File: src/rtl/react_pkg.sv
// Shared state encoding and constants for the reaction-time trial sequencer.
package react_pkg;

  typedef enum logic [1:0] {
    IDLE = 2'd0,
    WAIT = 2'd1,
    LIT  = 2'd2
  } state_t;

  localparam logic [15:0] LFSR_SEED = 16'hACE1;
  localparam int          TIME_W    = 14;
  localparam logic [TIME_W-1:0] NO_RESULT = 14'h3FFF;

endpackage

File: src/rtl/react_tick.sv
// Free-running prescaler producing a one-cycle tick every TICK_DIV clocks.
// Latency: tick is combinational from the counter, high on the wrap cycle.
// Backpressure: none, the tick is never stalled.
module react_tick #(
  parameter int TICK_DIV = 50000
) (
  input  logic clk,
  input  logic rst,
  output logic tick
);

  localparam int CW = (TICK_DIV > 1) ? $clog2(TICK_DIV) : 1;

  logic [CW-1:0] cnt;

  assign tick = (cnt == CW'(TICK_DIV - 1));

  always_ff @(posedge clk or posedge rst) begin
    if (rst) begin
      cnt <= '0;
    end else if (tick) begin
      cnt <= '0;
    end else begin
      cnt <= cnt + CW'(1);
    end
  end

endmodule

File: src/rtl/react_ctrl.sv
// Reaction-time trial sequencer: random pre-light delay, ms reaction timing, best time.
// Latency: button edges act 3 clk after the pin rises; all outputs registered.
// Backpressure: none; start presses outside IDLE are dropped.
module react_ctrl
  import react_pkg::*;
#(
  parameter int TICK_DIV     = 50000,
  parameter int MIN_DELAY_MS = 1000,
  parameter int RAND_BITS    = 11,
  parameter int TIMEOUT_MS   = 9999
) (
  input  logic              clk,
  input  logic              rst,
  input  logic              start_btn,
  input  logic              react_btn,
  output logic              led,
  output logic              busy,
  output logic [TIME_W-1:0] time_ms,
  output logic              result_valid,
  output logic              false_start,
  output logic              timeout,
  output logic [TIME_W-1:0] best_ms
);

  if ((MIN_DELAY_MS + (1 << RAND_BITS) - 1 > 16383) || (TIMEOUT_MS >= 16383) ||
      (MIN_DELAY_MS < 1)) begin : g_bad_params
    $error("react_ctrl: delay or timeout parameters do not fit the 14-bit counters");
  end

  logic tick;

  react_tick #(.TICK_DIV(TICK_DIV)) u_tick (
    .clk  (clk),
    .rst  (rst),
    .tick (tick)
  );

  logic [1:0] start_sync;
  logic [1:0] react_sync;
  logic       start_q;
  logic       react_q;
  logic       start_edge;
  logic       react_edge;

  always_ff @(posedge clk or posedge rst) begin
    if (rst) begin
      start_sync <= '0;
      react_sync <= '0;
      start_q    <= 1'b0;
      react_q    <= 1'b0;
    end else begin
      start_sync <= {start_sync[0], start_btn};
      react_sync <= {react_sync[0], react_btn};
      start_q    <= start_sync[1];
      react_q    <= react_sync[1];
    end
  end

  assign start_edge = start_sync[1] & ~start_q;
  assign react_edge = react_sync[1] & ~react_q;

  // Maximal-length polynomial x^16+x^14+x^13+x^11: a nonzero seed never reaches 0.
  logic [15:0] lfsr;

  always_ff @(posedge clk or posedge rst) begin
    if (rst) begin
      lfsr <= LFSR_SEED;
    end else begin
      lfsr <= {lfsr[14:0], lfsr[15] ^ lfsr[13] ^ lfsr[12] ^ lfsr[10]};
    end
  end

  state_t            state;
  logic [TIME_W-1:0] dly;
  logic [TIME_W-1:0] rt;

  always_ff @(posedge clk or posedge rst) begin
    if (rst) begin
      state        <= IDLE;
      dly          <= '0;
      rt           <= '0;
      led          <= 1'b0;
      busy         <= 1'b0;
      time_ms      <= '0;
      result_valid <= 1'b0;
      false_start  <= 1'b0;
      timeout      <= 1'b0;
      best_ms      <= NO_RESULT;
    end else begin
      result_valid <= 1'b0;
      false_start  <= 1'b0;
      timeout      <= 1'b0;
      case (state)
        IDLE: begin
          if (start_edge) begin
            dly   <= TIME_W'(MIN_DELAY_MS) + TIME_W'(lfsr[RAND_BITS-1:0]);
            state <= WAIT;
            busy  <= 1'b1;
          end
        end
        WAIT: begin
          // A press beats delay expiry in the same cycle: still a false start.
          if (react_edge) begin
            state       <= IDLE;
            busy        <= 1'b0;
            false_start <= 1'b1;
          end else if (tick) begin
            dly <= dly - TIME_W'(1);
            if (dly == TIME_W'(1)) begin
              state <= LIT;
              rt    <= '0;
              led   <= 1'b1;
            end
          end
        end
        LIT: begin
          if (react_edge) begin
            time_ms      <= rt;
            result_valid <= 1'b1;
            if (rt < best_ms) begin
              best_ms <= rt;
            end
            state <= IDLE;
            led   <= 1'b0;
            busy  <= 1'b0;
          end else if (tick) begin
            if (rt == TIME_W'(TIMEOUT_MS - 1)) begin
              timeout <= 1'b1;
              state   <= IDLE;
              led     <= 1'b0;
              busy    <= 1'b0;
            end else begin
              rt <= rt + TIME_W'(1);
            end
          end
        end
        default: begin
          state <= IDLE;
          led   <= 1'b0;
          busy  <= 1'b0;
        end
      endcase
    end
  end

endmodule

File: config.mk
export PLATFORM = sky130hd
export DESIGN_NAME = react_ctrl
export DESIGN_NICKNAME = d
export VERILOG_FILES = /design/src/rtl/react_pkg.sv /design/src/rtl/react_tick.sv /design/src/rtl/react_ctrl.sv
export SDC_FILE = /design/constraint.sdc
export NUM_CORES = 1
export LEC_CHECK = 0
export ABC_AREA = 1
export CORE_ASPECT_RATIO = 0.7
export CORE_MARGIN = 5
export CORE_UTILIZATION = 35
export CTS_BUF_LIST = sky130_fd_sc_hd__clkbuf_16
export CTS_CLUSTER_DIAMETER = 100
export DETAILED_ROUTE_END_ITERATION = 12
export MAX_ROUTING_LAYER = met4
export PLACE_DENSITY = 0.59
export SLEW_MARGIN = 40
export SYNTH_ARGS = -nofsm -noshare
export SYNTH_HDL_FRONTEND = slang
export SYNTH_SLANG_ARGS = --single-unit
export TNS_END_PERCENT = 50
File: constraint.sdc
create_clock -name clk -period 4.7 [get_ports clk]
set_clock_uncertainty 0.1 [all_clocks]
set_input_delay 0.47 -clock clk [delete_from_list [all_inputs] [get_ports clk]]
set_output_delay 0.47 -clock clk [all_outputs]
set_load 0.05 [all_outputs]
==> flow_metrics.env, run 1 <==
export IMPL_status="completed"
export IMPL_fmax_mhz=437.3
export IMPL_ys_types=35
export IMPL_async_reset_ff_share_pct=100.0
export IMPL_crit_path_max_incr_delay_ns=0.82
export IMPL_fill_cells=1606
export IMPL_whs_ns=0.2530
export IMPL_grt_pass1_vias=4223
export IMPL_cts_buffers=9
export IMPL_cts_tree="yes"
export IMPL_crit_required_ns=4.13
export IMPL_grtUsageTotal_pct=14.91
export IMPL_ios=37
export IMPL_cts_root_buf="clkbuf_16"
export IMPL_hold_path_endpoint="start_sync[1]"
export IMPL_r2r_end="best_ms[4]"
export IMPL_antenna_found_initial=0
export IMPL_cp_data_arrival_time_ns=1.72
export IMPL_reg2reg_slack_ns=2.46
export IMPL_power_density_nw_per_um2=332.1
export IMPL_drcViolationCount=0
export IMPL_cts_resized=0
export IMPL_r2r_cells=11
export IMPL_portBuffers=36
export IMPL_maxCapViolations=0
export IMPL_vias=4480
export IMPL_wl_per_cell_um=13.13
export IMPL_coreArea_um2=15600
export IMPL_cts_buffer_depth=2
export IMPL_clock_sinks=101
export IMPL_relSlewSlack_pct=56.78
export IMPL_min_from="start_sync[0]"
export IMPL_die_w_um=161.1
export IMPL_ys_ff_latch=101
export IMPL_final_cell_area_um2=6397
export IMPL_clock_latency_ns=0.35
export IMPL_syn_area_per_cell_um2=7.648
export IMPL_placementRows=38
export IMPL_cpMaxStageDelayCell="clkdlybuf4s50_1"
export IMPL_ant_nets=0
export IMPL_start_util_pct=35.85
export IMPL_htreeDepth=3
export IMPL_vias_per_cell=4.628
export IMPL_cp_end_kind="primary output"
export IMPL_ys_dominant_reg_cell="dfrtp_1"
export IMPL_rr_startpoint="best_ms[5]"
export IMPL_path_cells="clkdlybuf4s50_1"
export IMPL_dpl_hpwl_um=9201
export IMPL_grt_max_degree=73
export IMPL_diodes=0
export IMPL_overflow=0
export IMPL_cellLeakagePower_uw=0.003042
export IMPL_dpl_cell_area_um2=6107
export IMPL_yosysSeqAreaShare_pct=45.70
export IMPL_synth_warnings=0
export IMPL_cp_top_family="buffers and inverters"
export IMPL_hold_violations=0
export IMPL_areaGrowthSynthToFinish_pct=14.44
export IMPL_crit_buf_inv=1
export IMPL_cts_hold_buf=0
export IMPL_syn_nets=754
export IMPL_worst_pin_slew_ns=0.6484
export IMPL_setup_viol=0
export IMPL_period_share_pct=48.66
export IMPL_drt_iter0_drc=427
export IMPL_utilization_pct=41.02
export IMPL_netlist_area_um2=5590
export IMPL_tns_ns=0
export IMPL_whs_path_depth=0
export IMPL_cp_start_kind="flip-flop"
export IMPL_drv_slew=0
export IMPL_hp_class="reg -> reg"
export IMPL_drive_gt1_share_pct=9.505
export IMPL_die_h_um=115.7
export IMPL_drt_first_pass_iters=5
export IMPL_dieArea_um2=18640
export IMPL_crit_type="reg -> out"
export IMPL_nets=786
export IMPL_drt_wl_total_um=12710
export IMPL_grt_pass1_wl_um=21860
export IMPL_synthCells=731
export IMPL_cts_setup_buffers=0
export IMPL_clk_pin_slew_worst_paths_ns=0.08
export IMPL_gp_congestion=0.9017
export IMPL_synth_edf_count=0
export IMPL_ir_worst_vdd_mv=0.2297
export IMPL_grt_setup_unrepaired="no"
export IMPL_path_max_fanout=3
export IMPL_period_needed_ns=2.287
==> layout make-up <==
class	count	area (um2)	area share (%)
clock buffer	9	225.2	3.520
clock inverter	7	65.06	1.017
inverter	82	312.8	4.889
multi-input combinational	531	2614	40.86
sequential	101	2555	39.94
tap	200	250.2	3.912
timing repair buffer	38	375.4	5.867
==> power by group <==
part,total (uW),switching (uW),internal (uW),leakage [uW]
sequential,972,52.4,919,0.00128
clock,742,367,375,0.000146
combinational,411,283,128,0.00162
==> metrics by stage <==
stage	setup WS [ns]	std cells	power, uW
after floorplan	1.519	731	1317
after global placement	2.518	952	1394
after detailed placement	2.464	952	1395
after CTS	2.381	968	2148
after global routing	2.238	968	2263
final	2.413	968	2125
==> how the worst max path moves through the flow <==
stage | from | to | slack, ns | depth (start not counted)
after floorplan | rst | busy | 1.52 | 1
after global placement | best_ms[5] | best_ms[5] | 2.52 | 11
after detailed placement | best_ms[5] | best_ms[9] | 2.46 | 11
after CTS | best_ms[1] | best_ms[1] | 2.38 | 1
after global routing | best_ms[5] | best_ms[9] | 2.24 | 11
final | best_ms[12] | best_ms[12] | 2.41 | 1
==> registers in the layout (all words and copies together), names as in the netlist, 2 cells and up <==
| register | count |
|---|---|
| react_sync | 2 |
| lfsr | 16 |
| u_tick.cnt | 16 |
| dly | 14 |
| time_ms | 14 |
| rt | 14 |
| best_ms | 14 |
| state | 2 |
| start_sync | 2 |
==> per-layer routing <==
metal,vias to the layer above,share of wire (%),wire [um],GRT usage [%]
li1,2369,-,-,-
met1,1995,56,7174,23.33
met2,105,37,4694,19.13
met3,11,6.1,773,3.733
met4,0,0.53,67,2.841
met5,-,0,0,-
==> cell usage after synthesis (2+ instances only) <==
cell type,number,area [um2]
a21boi_0,2,15.01
nor3b_1,2,15.01
nand2_1,238,893.4
nand3_1,62,310.3
nor2_4,5,56.30
o21ai_0,32,160.2
xnor2_1,5,43.79
nand2_2,10,62.56
nor2_2,4,25.02
dfstp_2,22,578.1
a21oi_1,13,65.06
nand4_1,12,75.07
buf_2,7,35.03
inv_2,7,26.28
nor2_8,2,40.04
o21ai_1,5,25.02
inv_1,75,281.5
nor3_1,6,30.03
buf_6,5,56.30
ha_1,19,237.7
nor2_1,88,330.3
xor2_1,14,122.6
nand3_2,2,20.02
clkbuf_1,4,15.01
nand3b_1,2,15.01
dfrtp_1,79,1977
==> placed cells by master, fill, tap and decap left out, drive strengths merged <==
cell,count
xor2,14
clkdlybuf4s50,36
o21bai,1
nor3,6
inv,87
and2,1
nor3b,2
o211ai,1
o21a,1
clkinv,2
a21oi,13
nand4,12
o22ai,1
nor2,99
ha,19
dfstp,22
nand3,64
xnor2,5
o21ai,37
dfrtp,79
buf,2
clkbuf,9
nor4,1
nand2,249
a21boi,3
nand3b,2
==> cell families after synthesis <==
family,Yosys count,share of synthesized area [%]
simple gates,436,33.93
flops,101,45.70
buf+inv,99,7.542
compound gates,57,5.595
xor+xnor,19,2.977
fa+ha+maj,19,4.252
(Power assumes the default switching activity.)
==> run 2: changes to the inputs <==
==> constraint.sdc (replaced) <==
create_clock -name clk -period 2.2 [get_ports clk]
set_clock_uncertainty 0.1 [all_clocks]
set_input_delay 0.22 -clock clk [delete_from_list [all_inputs] [get_ports clk]]
set_output_delay 0.22 -clock clk [all_outputs]
set_load 0.05 [all_outputs]
==> run 2 against run 1 <==
  * Non-clock buffer count increased by 20
  * Largest power group unchanged
  * Total power increased by 120%
  * Critical endpoint is now best_ms[1]
  * Die area unchanged
  * Utilization increased by 1.5 points
  * Worst hold slack got worse by 0.032 ns
  * Clock-buffer cell count unchanged
  * Global-route usage increased by 0.32 points
  * Final cell count increased by 2.1%
  * Setup slack got worse by 2.3 ns
  * Clock power increased by 140%
  * Critical path depth unchanged
  * Sequential power increased by 110%
==> flow_metrics.env, run 2 (synthesis results as in run 1) <==
export IMPL_status="completed"
export IMPL_crit_path_max_incr_delay_ns=0.85
export IMPL_layout_commonest_cell="nand2_1"
export IMPL_diodes=0
export IMPL_vias=4661
export IMPL_utilization_pct=42.47
export IMPL_cts_resized=0
export IMPL_placementRows=38
export IMPL_maxCapViolations=0
export IMPL_reg2reg_slack_ns=0.20
export IMPL_gp_congestion=0.8839
export IMPL_period_share_pct=93.79
export IMPL_cp_top_family="buffers and inverters"
export IMPL_drt_iter0_drc=299
export IMPL_period_needed_ns=2.063
export IMPL_coreArea_um2=15600
export IMPL_whs_ns=0.2211
export IMPL_wl_per_cell_um=13.33
export IMPL_path_max_fanout=3
export IMPL_clk_pin_slew_worst_paths_ns=0.08
export IMPL_start_util_pct=35.85
export IMPL_rr_startpoint="best_ms[7]"
export IMPL_hp_class="in -> async"
export IMPL_htreeDepth=3
export IMPL_grtUsageTotal_pct=15.23
export IMPL_drv_slew=0
export IMPL_ios=37
export IMPL_cts_tree="yes"
export IMPL_antenna_found_initial=0
export IMPL_cts_root_buf="clkbuf_16"
export IMPL_worst_pin_slew_ns=0.5561
export IMPL_grt_max_degree=46
export IMPL_power_density_nw_per_um2=721.2
export IMPL_cts_hold_buf=0
export IMPL_clock_sinks=101
export IMPL_crit_required_ns=1.88
export IMPL_drt_first_pass_iters=5
export IMPL_cp_start_kind="flip-flop"
export IMPL_crit_buf_inv=1
export IMPL_drive_gt1_share_pct=11.80
export IMPL_cellLeakagePower_uw=0.003168
export IMPL_grt_setup_unrepaired="no"
export IMPL_drt_wl_total_um=13170
export IMPL_cp_data_arrival_time_ns=1.74
export IMPL_finalPower_uw=4777
export IMPL_nets=806
export IMPL_areaGrowthSynthToFinish_pct=18.49
export IMPL_dpl_hpwl_um=9686
export IMPL_relSlewSlack_pct=62.81
export IMPL_grt_pass1_vias=4302
export IMPL_cp_end_kind="primary output"
export IMPL_dp_worst_setup_slack_ns=0.2396
export IMPL_hold_violations=0
export IMPL_ir_worst_vdd_mv=0.4275
export IMPL_path_cells="clkdlybuf4s50_1"
export IMPL_r2r_cells=10
export IMPL_fmax_mhz=484.6
export IMPL_setup_viol=0
export IMPL_cts_buffers=9
export IMPL_cpMaxStageDelayCell="clkdlybuf4s50_1"
export IMPL_final_cell_mix="nand2_1, nor2_1, dfrtp_1"
export IMPL_vias_per_cell=4.718
export IMPL_dieArea_um2=18640
export IMPL_crit_type="reg -> out"
export IMPL_ant_nets=0
export IMPL_r2r_end="best_ms[13]"
export IMPL_reg_top3="lfsr x16, u_tick.cnt x16"
export IMPL_die_w_um=161.1
export IMPL_overflow=0
export IMPL_grt_pass1_wl_um=22340
export IMPL_die_h_um=115.7
export IMPL_fin_ws_ns=0.1367
export IMPL_cts_buffer_depth=2
export IMPL_cts_setup_buffers=0
export IMPL_portBuffers=36
export IMPL_drcViolationCount=0
export IMPL_tns_ns=0
export IMPL_clock_latency_ns=0.35
==> run 2: final cells by class <==
| cell class | instances | area, um2 |
|---|---|---|
| repair buffers | 58 | 563.0 |
| multi-input cells | 531 | 2614 |
| clock buffers | 9 | 225.2 |
| clock inverters | 7 | 105.1 |
| well taps | 200 | 250.2 |
| fillers | 1576 | 8971 |
| flip-flops and latches | 101 | 2555 |
| inverters | 82 | 311.5 |
==> run 2: stage by stage <==
stage	instance area [um2]	cells
floorplan	5594	731
finish	6624	988
global placement	6294	972
CTS	6624	988
global route	6624	988
detailed placement	6294	972
==> run 2: layer usage <==
layer	part of all wire (%)	track usage [%]	wire (um)	up-vias
met4	0.74	3.068	97	0
met1	57	23.37	7536	2124
met3	5.1	3.484	668	13
li1	-	-	-	2417
met2	37	20.31	4870	107
met5	0	-	0	-
==> run 2: worst max path at each step <==
stage	startpoint	to	cells after the start
6_report	best_ms[1]	best_ms[1]	1
5_1_grt	best_ms[7]	best_ms[7]	10
4_1_cts	best_ms[1]	best_ms[1]	1
3_5_place_dp	best_ms[7]	best_ms[11]	10
3_3_place_gp	best_ms[7]	best_ms[1]	10
2_1_floorplan	best_ms[7]	best_ms[1]	11
==> run 2: where the power goes <==
part	leakage [uW]	switching (uW)	internal, uW	total, uW
clock network	0.000159	773	1020	1790
registers	0.00128	115	1960	2080
logic	0.00173	605	302	908
